File: src/rtl/instr_fetch_if.sv
// Fetch-unit bus: PC block control, instruction-memory read port and the
// downstream valid/ready instruction channel, bundled with master/slave views.
interface instr_fetch_if #(
    parameter int unsigned AW = 5,
    parameter int unsigned IW = 8
);
    logic [AW-1:0] pc_count;
    logic          pc_en;
    logic          pc_load;
    logic [AW-1:0] pc_data;
    logic [AW-1:0] mem_addr;
    logic [IW-1:0] mem_rdata;
    logic          instr_valid;
    logic          instr_ready;
    logic [IW-1:0] instr_out;
    logic          halted;
    logic          zero_flag;

    // The fetch unit is the master; the PC block, memory and consumer are the slave side.
    modport master (
        input  pc_count, mem_rdata, instr_ready, zero_flag,
        output pc_en, pc_load, pc_data, mem_addr, instr_valid, instr_out, halted
    );

    modport slave (
        output pc_count, mem_rdata, instr_ready, zero_flag,
        input  pc_en, pc_load, pc_data, mem_addr, instr_valid, instr_out, halted
    );
endinterface

File: src/rtl/instr_fetch.sv
// Instruction fetch FSM: ADDR -> DATA -> ISSUE, with JMP/HLT decode in DATA.
// Optional feature macro: BRANCH_ZERO_EN enables the JZ (3'b101) conditional jump.
module instr_fetch #(
    parameter int unsigned AW = 5,
    parameter int unsigned IW = 8
) (
    input  logic          clk,
    input  logic          rst,
    instr_fetch_if.master bus
);
    localparam int unsigned OPW = 3;
    localparam logic [OPW-1:0] OP_JZ  = 3'b101;
    localparam logic [OPW-1:0] OP_JMP = 3'b110;
    localparam logic [OPW-1:0] OP_HLT = 3'b111;

    typedef enum logic [1:0] {
        ADDR  = 2'd0,
        DATA  = 2'd1,
        ISSUE = 2'd2,
        HALT  = 2'd3
    } state_e;

    state_e        state_q, state_d;
    logic [IW-1:0] ir_q, ir_d;
    logic          pc_en_c;
    logic          pc_load_c;
    logic [AW-1:0] pc_data_c;
    logic [OPW-1:0] opcode;
    logic [AW-1:0]  operand;

    assign opcode  = bus.mem_rdata[IW-1 -: OPW];
    assign operand = bus.mem_rdata[AW-1:0];

`ifndef BRANCH_ZERO_EN
    logic unused_zero_flag;
    assign unused_zero_flag = bus.zero_flag;
`endif

    always_ff @(posedge clk) begin
        if (rst) begin
            state_q <= ADDR;
            ir_q    <= '0;
        end else begin
            state_q <= state_d;
            ir_q    <= ir_d;
        end
    end

    // PC control is a decode of the word arriving in DATA, so it is only ever live in DATA.
    always_comb begin
        state_d   = state_q;
        ir_d      = ir_q;
        pc_en_c   = 1'b0;
        pc_load_c = 1'b0;
        pc_data_c = '0;
        unique case (state_q)
            ADDR: begin
                state_d = DATA;
            end
            DATA: begin
                ir_d = bus.mem_rdata;
                case (opcode)
                    OP_JMP: begin
                        pc_load_c = 1'b1;
                        pc_data_c = operand;
                        state_d   = ADDR;
                    end
                    OP_HLT: begin
                        state_d = HALT;
                    end
`ifdef BRANCH_ZERO_EN
                    OP_JZ: begin
                        if (bus.zero_flag) begin
                            pc_load_c = 1'b1;
                            pc_data_c = operand;
                        end else begin
                            pc_en_c = 1'b1;
                        end
                        state_d = ADDR;
                    end
`endif
                    default: begin
                        pc_en_c = 1'b1;
                        state_d = ISSUE;
                    end
                endcase
            end
            ISSUE: begin
                if (bus.instr_ready) begin
                    state_d = ADDR;
                end
            end
            HALT: begin
                state_d = HALT;
            end
            default: begin
                state_d = ADDR;
            end
        endcase
        // Keep the PC block quiet while reset is being applied.
        if (rst) begin
            pc_en_c   = 1'b0;
            pc_load_c = 1'b0;
            pc_data_c = '0;
        end
    end

    assign bus.pc_en       = pc_en_c;
    assign bus.pc_load     = pc_load_c;
    assign bus.pc_data     = pc_data_c;
    assign bus.mem_addr    = bus.pc_count;
    assign bus.instr_valid = (state_q == ISSUE);
    assign bus.instr_out   = ir_q;
    assign bus.halted      = (state_q == HALT);

    a_pc_ctrl_excl: assert property (@(posedge clk) disable iff (rst)
        !(pc_en_c && pc_load_c));
    a_pc_ctrl_data_only: assert property (@(posedge clk) disable iff (rst)
        (pc_en_c || pc_load_c) |-> (state_q == DATA));
    a_halt_sticky: assert property (@(posedge clk) disable iff (rst)
        (state_q == HALT) |=> (state_q == HALT));

endmodule

File: src/flat_wrapper.sv
// flat-port wrapper written by rule: the top's interface ports become plain ports
module instr_fetch_flat 
#(
    parameter int unsigned AW = 5,
    parameter int unsigned IW = 8
)
  (clk, rst, bus_pc_count, bus_mem_rdata, bus_instr_ready, bus_zero_flag, bus_pc_en, bus_pc_load, bus_pc_data, bus_mem_addr, bus_instr_valid, bus_instr_out, bus_halted);
  instr_fetch_if #(.AW(AW), .IW(IW)) bus_i ();
  input  logic clk;
  input  logic rst;
  input wire logic [$bits(bus_i.pc_count)-1:0] bus_pc_count;
  input wire logic [$bits(bus_i.mem_rdata)-1:0] bus_mem_rdata;
  input wire logic [$bits(bus_i.instr_ready)-1:0] bus_instr_ready;
  input wire logic [$bits(bus_i.zero_flag)-1:0] bus_zero_flag;
  output wire logic [$bits(bus_i.pc_en)-1:0] bus_pc_en;
  output wire logic [$bits(bus_i.pc_load)-1:0] bus_pc_load;
  output wire logic [$bits(bus_i.pc_data)-1:0] bus_pc_data;
  output wire logic [$bits(bus_i.mem_addr)-1:0] bus_mem_addr;
  output wire logic [$bits(bus_i.instr_valid)-1:0] bus_instr_valid;
  output wire logic [$bits(bus_i.instr_out)-1:0] bus_instr_out;
  output wire logic [$bits(bus_i.halted)-1:0] bus_halted;
  assign bus_i.pc_count = bus_pc_count;
  assign bus_i.mem_rdata = bus_mem_rdata;
  assign bus_i.instr_ready = bus_instr_ready;
  assign bus_i.zero_flag = bus_zero_flag;
  assign bus_pc_en = bus_i.pc_en;
  assign bus_pc_load = bus_i.pc_load;
  assign bus_pc_data = bus_i.pc_data;
  assign bus_mem_addr = bus_i.mem_addr;
  assign bus_instr_valid = bus_i.instr_valid;
  assign bus_instr_out = bus_i.instr_out;
  assign bus_halted = bus_i.halted;
  instr_fetch #(.AW(AW), .IW(IW)) u_core (.clk(clk), .rst(rst), .bus(bus_i));
endmodule
File: config.mk
export PLATFORM = sky130hd
export DESIGN_NAME = instr_fetch_flat
export DESIGN_NICKNAME = d
export VERILOG_FILES = /design/src/rtl/instr_fetch_if.sv /design/src/rtl/instr_fetch.sv /design/src/flat_wrapper.sv
export SDC_FILE = /design/constraint.sdc
export NUM_CORES = 1
export LEC_CHECK = 0
export CAP_MARGIN = 20
export CORE_UTILIZATION = 29
export CTS_BUF_LIST = sky130_fd_sc_hd__clkbuf_8
export DETAILED_ROUTE_END_ITERATION = 7
export PLACE_DENSITY_LB_ADDON = 0.2
export SYNTH_ARGS = -nofsm -noshare
export SYNTH_HDL_FRONTEND = slang
export SYNTH_SLANG_ARGS = --single-unit
File: constraint.sdc
create_clock -name clk -period 1.1 [get_ports clk]
set_clock_uncertainty 0.05 [all_clocks]
set_input_delay 0.165 -clock clk [delete_from_list [all_inputs] [get_ports clk]]
set_output_delay 0.165 -clock clk [all_outputs]
set_load 0.005 [all_outputs]
Word-level counts from Yosys, hierarchy flattened
Index checks and enable logic that the tools add are counted.
{ "totals": {"reg_bits": 10, "inputBits": 17, "elab_cells": 22} }
{ "op_classes": {"n_eq_ne": 6, "n_mux": 12, "n_reduce_logical": 2} }
{ "ops": {"columns": ["operator", "count"], "rows": [
  ["two-way mux 5 bit", 3],
  ["one-hot mux 2 bit (4 select lines)", 1],
  ["== test 3 bit, second input constant", 2],
  ["two-way mux 1 bit", 6],
  ["== test 2 bit, second input constant", 2],
  ["one-hot mux 2 bit (2 select lines)", 1],
  ["== test 2 x 1 -> 1 bit, second input constant", 1],
  ["zero test 2 bit", 1],
  ["two-way mux 2 bit", 1],
  ["!= test 2 bit, second input constant", 1],
  ["OR reduction 2 bit", 1]
]} }

Longest topological paths before layout
Gate-level depths: netlist (run 1).
{ "logic_depth": {"depth_word": 5, "depth_mapped": 4} }

Least setup slack after synthesis (run 1)
Ideal clock, no wire load.
{ "synth_path": {"path_kind": "reg-to-output", "startpoint": "register u_core.state_q[1]", "endpoint": "output port bus_pc_data[0]", "t_required_ns": 0.885, "path_buffers": 1, "setup_slack_ns": -0.081, "path_stages_with_launch": 5, "arrival_time_ns": 0.966, "path_cell_list": "dfxtp_1 nand2b_1 buf_6 nor4_4 and2_1"} }
{ "synth_between": {"elab_chain_cells": 3} }
{ "synth_lines": {"columns": ["item", "line", "rtl"], "rows": [
  ["from (decl)", "instr_fetch.sv:23", "state_e state_q, state_d;"],
  ["from (signal assigned)", "instr_fetch.sv:44", "state_q <= state_d;"],
  ["== test 2 x 1 -> 1 bit", "instr_fetch.sv:56", "unique case (state_q)"],
  ["two-way mux 5 bit", "instr_fetch.sv:56", null],
  ["two-way mux 5 bit", "instr_fetch.sv:101", "if (rst) begin"],
  ["to (decl)", "flat_wrapper.sv:17", "output wire logic [$bits(bus_i.pc_data)-1:0] bus_pc_data;"]
]} }
No other way between the ends.

Worst setup path after layout (run 1)
{ "layout_path": {"startpoint": "register u_core.state_q[1]", "endpoint": "output port bus_pc_data[4]"} }
The elaborated chain is that of the path after synthesis.

==> results of run 1 <==
stage by stage:
stage / std cells / utilization [%] / total power, mW
after floorplan: 61 / - / 0.545
after global placement: 107 / 52.8 / 0.691
after detailed placement: 107 / 52.8 / 0.694
after CTS: 115 / 56.7 / 1.08
after global routing: 119 / 64.3 / 1.20
final: 119 / 64.3 / 1.14
critical path: stages (launching register included):
cell and delay [ns]:
dfxtp_2 0.31, nand2b_4 0.14, nor4_4 0.16, buf_4 0.17
buf_6 0.09, and2_4 0.13, buf_6 0.08
report_power, final:
part,internal (mW),switching [mW],leakage [nW]
Combinational,0.209,0.145,0.379
Clock,0.239,0.132,0.0216
Sequential,0.398,0.0174,0.0830
Yosys cell counts (2+ instances only):
master,instances
nand2_1,18
dfxtp_1,10
a21oi_1,9
and2_1,6
buf_4,5
o21ai_0,2
metal layers:
metal / vias to the layer above / wire (um)
met1: 257 / 566
met4: 0 / 23
li1: 276 / -
met5: - / 0
met2: 17 / 698
met3: 4 / 83
worst min-delay path by stage:
stage | end | slack (ns) | depth (start not counted)
after detailed placement | bus_mem_addr[0] | 0.28 | 0
after global routing | bus_mem_addr[0] | 0.28 | 0
after floorplan | u_core.state_q[0] | 0.19 | 1
after CTS | bus_mem_addr[0] | 0.28 | 0
final | bus_mem_addr[0] | 0.28 | 0
after global placement | bus_mem_addr[0] | 0.28 | 0
cell type report:
cell class	instances	area (um^2)
inverters	1	3.75
well taps	16	20.0
repair buffers	47	429
clock buffers	3	41.3
multi-input cells	42	280
fillers	136	544
flip-flops and latches	10	205
kinds of logic (layout without fill, tap and decap cells):
family          after synthesis  in the layout  share of synthesized area (%)
simple gates                 30             30                           32.6
compound gates               12             12                           12.8
flops                        10             10                           41.8
buf+inv                       9             51                           12.8
state kept, by name, summed over array words and instances (netlist names):
| register | flops |
|---|---|
| u_core.bus.instr_out | 8 |
| u_core.state_q | 2 |
timing repair:
action | in CTS | in global routing
hold buffers | 0 | 0
pin swaps | 7 | 6
gates resized for setup | 52 | 29
endpoints found under the setup margin | 17 | 18
buffers inserted | 5 | 6
==> impl_summary.txt, run 1 <==
----------------------------------------------------
[Floorplanning]
  X dimension of the die ... 42.7 um
  I/O pin count ... 39
  Core box area ... 1520 um^2
  DIE AREA ... 1820 um^2
  Vertical die dimension ... 42.7 um
  Starting density of the core ... 31.4%
  Num rows ... 14

[Timing]
  Maximum clock rate ... 653 MHz
  Sum of negative setup slack ... -4.59 ns
  Post-route worst setup slack ... -0.432 ns
  Final worst hold slack ... 0.280 ns
  Number of endpoints with negative hold slack in the final report ... 0
  Fin crit share ... 139%
  Relative slew slack ... 84.6%
  Unrepaired setup endpoints after global routing ... yes
  Final count of negative-setup-slack endpoints ... 19
  Clock period minus final worst setup slack ... 1.53 ns
  Slew of the pin with the lowest slew margin ... 0.229 ns
  Final Slew Violations ... 0

[GRT]
  Wire length of the first global-routing pass ... 2160 um
  Highest-utilization routing layer at the global route stage ... met2
  Via count of the first global-routing pass ... 496
  Pin count of the biggest net entering global routing ... 12
  GR Util met2 ... 26.1%
  GRT overflow ... 0
  Global-route met1 utilization ... 18.8%
  GRT Overall Usage ... 16.6%
  Met3 routing resource usage after global routing ... 7.66%
  Number of antenna violations at the first check in global routing ... 0

[Setup path]
  Critical Path Source ... u_core.state_q[1]
  Worst reg2reg endpoint ... u_core.bus.instr_out[7]
  Data arrival, critical path ... 1.32 ns
  Worst Reg2Reg Path Length in Cells ... 7
  Type of destination of the critical path ... output pin
  CP Launch Type ... flip-flop
  Capture point of the critical path ... bus_pc_data[4]
  Required time at the worst-slack endpoint ... 0.88 ns
  Worst r2r src ... u_core.state_q[0]
  Peak fanout along the critical path ... 3
  Register-to-register setup slack ... -0.21 ns
  Worst Path Class, Setup ... reg2out

[Clock network]
  Number of sinks handled by clock tree synthesis ... 10
  Insertion delay to the later sink of the worst-skew pair ... 0.23 ns
  Clk slew on worst S/H paths ... 0.04 ns
  Deepest level of the CTS H-tree ... 1
  Num CTS Buffers ... 3
  Root Buffer Master ... clkbuf_8
  CTS tree ... built
  Number of buffers between clock root and the deepest sink ... 2

[Logic synthesis]
  Unique masters post-synth ... 17
  Area contributors post-synth ... dfxtp_1 42%, nand2_1 14%, a21oi_1 9.4%, and2_1 7.8%, buf_4 7.8%
  Number of instances in the synthesized netlist ... 61
  Share of the yosys chip area belonging to registers ... 41.8%
  Syn_area_per_cell ... 7.86 um^2
  Post-synth EDFFs ... 0
  Leading register cell type out of synthesis ... dfxtp_1
  Async set or reset register ratio after synthesis ... 0%
  Mapped Area ... 479 um^2
  Synth Register Bits ... 10
  Leading area contributor after synthesis ... dfxtp_1
  Fraction of synthesized cell area taken by the top area cell type ... 41.8%
  Number of nets produced by synthesis ... 78
  YS warnings ... 0

[Layout]
  Commonest non-fill, non-tap cells in the layout ... 14 x nand2_1, 13 x buf_4, 11 x buf_6
  Fraction of final layout cells sized beyond drive strength 1 ... 50.5%
  Most common cell after layout, fill and taps aside ... nand2_1
  Total Nets Final ... 122
  Finished layout cell area ... 980 um^2
  Antenna cells ... 0
  Layout overhead on the synthesized area ... 104%

[Worst hold path]
  Hold wc startpoint ... bus_pc_count[0]
  Hold/Removal Path Class ... in2out

[Placed design]
  Half-perimeter wire length after placement ... 924 um
  Dpl cell area ... 805 um^2
  Buffers added on ports ... 27
  Worst slack, placed ... -0.852 ns
  GPL Wtd Cong ... 0.725

[Routing]
  Count of antenna-violating nets left after detailed routing ... 0
  Detailed-route vias per instance ... 4.66
  Routed WL ... 1370 um
  Total iterations of the first detailed-routing run ... 4
  Post-detailed-route DRC marker count ... 0
  Vias ... 554
  Post-detailed-route wirelength per cell ... 11.5 um
  Starting DRT DRC Count ... 6

[Pwr]
  Static Leak ... 0.483 nW
  Cell area power density ... 1160 nW/um^2
  IR drop worst, VDD ... 0.664 mV

[Run status]
  Status ... complete, but fails checks
  Failing checks ... setup timing

[Run]
  Max-cap check violation count ... 0

----------------------------------------------------
Note: power is estimated with default switching activity, not from simulation.
==> inputs of run 2 (changes only) <==
MAX_ROUTING_LAYER = met4   (was unset)
==> run 2 against run 1 <==
The flow still finishes with violations (setup timing). Routed wire length did not move. Total power barely moved. Flip-flop and latch count did not move. Via count did not move.
==> impl_summary.txt, run 2 (same netlist as run 1, synthesis figures left out) <==
----------------------------------------------------
[Timing]
  Final Slew Violations ... 0
  Number of endpoints with negative hold slack in the final report ... 0
  Final count of negative-setup-slack endpoints ... 19
  Clock period minus final worst setup slack ... 1.53 ns
  Relative slew slack ... 84.6%
  Post-route worst setup slack ... -0.431 ns
  Unrepaired setup endpoints after global routing ... yes
  Fin crit share ... 139%
  Slew of the pin with the lowest slew margin ... 0.229 ns
  Maximum clock rate ... 653 MHz

[Layout]
  Post-route non-filler standard cell count ... 119
  Final core utilization ... 64.3%
  Fraction of final layout cells sized beyond drive strength 1 ... 50.5%
  Filler cell count ... 136
  Most common cell after layout, fill and taps aside ... nand2_1
  Largest register FFs ... 8
  Layout overhead on the synthesized area ... 104%
  Area of the multi-input gates ... 280 um^2
  Antenna cells ... 0
  Total Nets Final ... 122
  Register area ... 205 um^2
  Commonest non-fill, non-tap cells in the layout ... 14 x nand2_1, 13 x buf_4, 11 x buf_6

[Setup path]
  Slowest stage delay, CP ... 0.31 ns
  Type of destination of the critical path ... output pin
  CP Buf/Inv Count ... 3
  CP Launch Type ... flip-flop
  Kind of cell with the highest combined delay on the critical path ... simple AND/OR/NAND/NOR gates
  Worst r2r src ... u_core.state_q[0]
  Data arrival, critical path ... 1.32 ns
  Required time at the worst-slack endpoint ... 0.88 ns
  Capture point of the critical path ... bus_pc_data[4]
  Peak fanout along the critical path ... 3
  Worst Path Class, Setup ... reg2out
  Critical Path Source ... u_core.state_q[1]
  Register-to-register setup slack ... -0.21 ns
  CP dominant cell by count ... buf_6
  Worst Reg2Reg Path Length in Cells ... 7
  Worst reg2reg endpoint ... u_core.bus.instr_out[7]
  Number of logic stages on the critical path including buffering ... 6
  CP Cell Sequence ... nand2b_4 -> nor4_4 -> buf_4 -> buf_6 -> and2_4 -> buf_6
  Slowest CP cell ... dfxtp_2

[Routing]
  Vias ... 554
  Detailed-route vias per instance ... 4.66
  Post-detailed-route DRC marker count ... 0
  Count of antenna-violating nets left after detailed routing ... 0
  Routed WL ... 1370 um
  Starting DRT DRC Count ... 3
  Total iterations of the first detailed-routing run ... 4
  Post-detailed-route wirelength per cell ... 11.5 um

[Pwr]
  IR drop worst, VDD ... 0.663 mV
  Static Leak ... 0.483 nW
  Cell area power density ... 1160 nW/um^2

[Floorplanning]
  Core box area ... 1520 um^2
  I/O pin count ... 39
  Starting density of the core ... 31.4%
  Vertical die dimension ... 42.7 um
  Num rows ... 14
  X dimension of the die ... 42.7 um
  DIE AREA ... 1820 um^2

[Placed design]
  Placed cells ... 107
  Half-perimeter wire length after placement ... 924 um
  GPL Wtd Cong ... 0.734
  Buffers added on ports ... 27

[GRT]
  GRT Overall Usage ... 17.0%
  Wire length of the first global-routing pass ... 2170 um
  GRT overflow ... 0
  Via count of the first global-routing pass ... 500
  Pin count of the biggest net entering global routing ... 12
  Number of antenna violations at the first check in global routing ... 0

[Clock network]
  Deepest level of the CTS H-tree ... 1
  Insertion delay to the later sink of the worst-skew pair ... 0.23 ns
  Number of sinks handled by clock tree synthesis ... 10
  Number of buffers between clock root and the deepest sink ... 2
  CTS tree ... built
  Clk slew on worst S/H paths ... 0.04 ns
  Num CTS Buffers ... 3
  Root Buffer Master ... clkbuf_8

[Run]
  Max-cap check violation count ... 0

[Run status]
  Failing checks ... setup timing
  Status ... complete, but fails checks

[Worst hold path]
  Hold/Removal Path Class ... in2out

----------------------------------------------------
## run 2: routing by layer
layer	wire [um]	GRT usage (%)	part of all wire [%]
met1	567	18.8	41
met5	0	-	0
met3	82	7.66	6.0
met2	696	26.1	51
met4	25	8.13	1.8
## run 2: cell type report
cell class | count | area share, %
inverters | 1 | 0.383
multi-input cells | 42 | 28.6
clock buffers | 3 | 4.21
flip-flops and latches | 10 | 20.9
repair buffers | 47 | 43.8
well taps | 16 | 2.04
## run 2: power breakdown
| group | switching, mW | internal (mW) |
|---|---|---|
| Clock | 0.132 | 0.239 |
| Sequential | 0.0173 | 0.398 |
| Combinational | 0.145 | 0.209 |
| Total | 0.295 | 0.846 |
## run 2: timing repair
| action | 4_1_cts | 5_1_grt |
|---|---|---|
| pin swaps | 7 | 6 |
| hold buffers | 0 | 0 |
| setup endpoints to repair | 17 | 18 |
| resized for setup | 52 | 29 |
| setup buffers | 5 | 6 |
## run 2: worst min path at each step
stage	from	end	slack, ns	cells past startpoint
finish	bus_pc_count[0]	bus_mem_addr[0]	0.28	0
global route	bus_pc_count[0]	bus_mem_addr[0]	0.28	0
CTS	bus_pc_count[0]	bus_mem_addr[0]	0.28	0
detailed placement	bus_pc_count[0]	bus_mem_addr[0]	0.28	0
global placement	bus_pc_count[0]	bus_mem_addr[0]	0.28	0
floorplan	rst	u_core.state_q[0]	0.19	1
## run 2: through the flow
stage | setup WS, ns | instance area (um^2) | hold WS, ns | power [mW] | setup TNS, ns
3_3_place_gp | -0.842 | 805 | 0.280 | 0.691 | -6.37
2_1_floorplan | -0.0629 | 489 | 0.187 | 0.545 | -0.312
4_1_cts | -0.483 | 863 | 0.280 | 1.08 | -3.09
3_5_place_dp | -0.852 | 805 | 0.280 | 0.694 | -6.59
5_1_grt | -0.483 | 980 | 0.280 | 1.20 | -5.39
6_report | -0.431 | 980 | 0.280 | 1.14 | -4.58
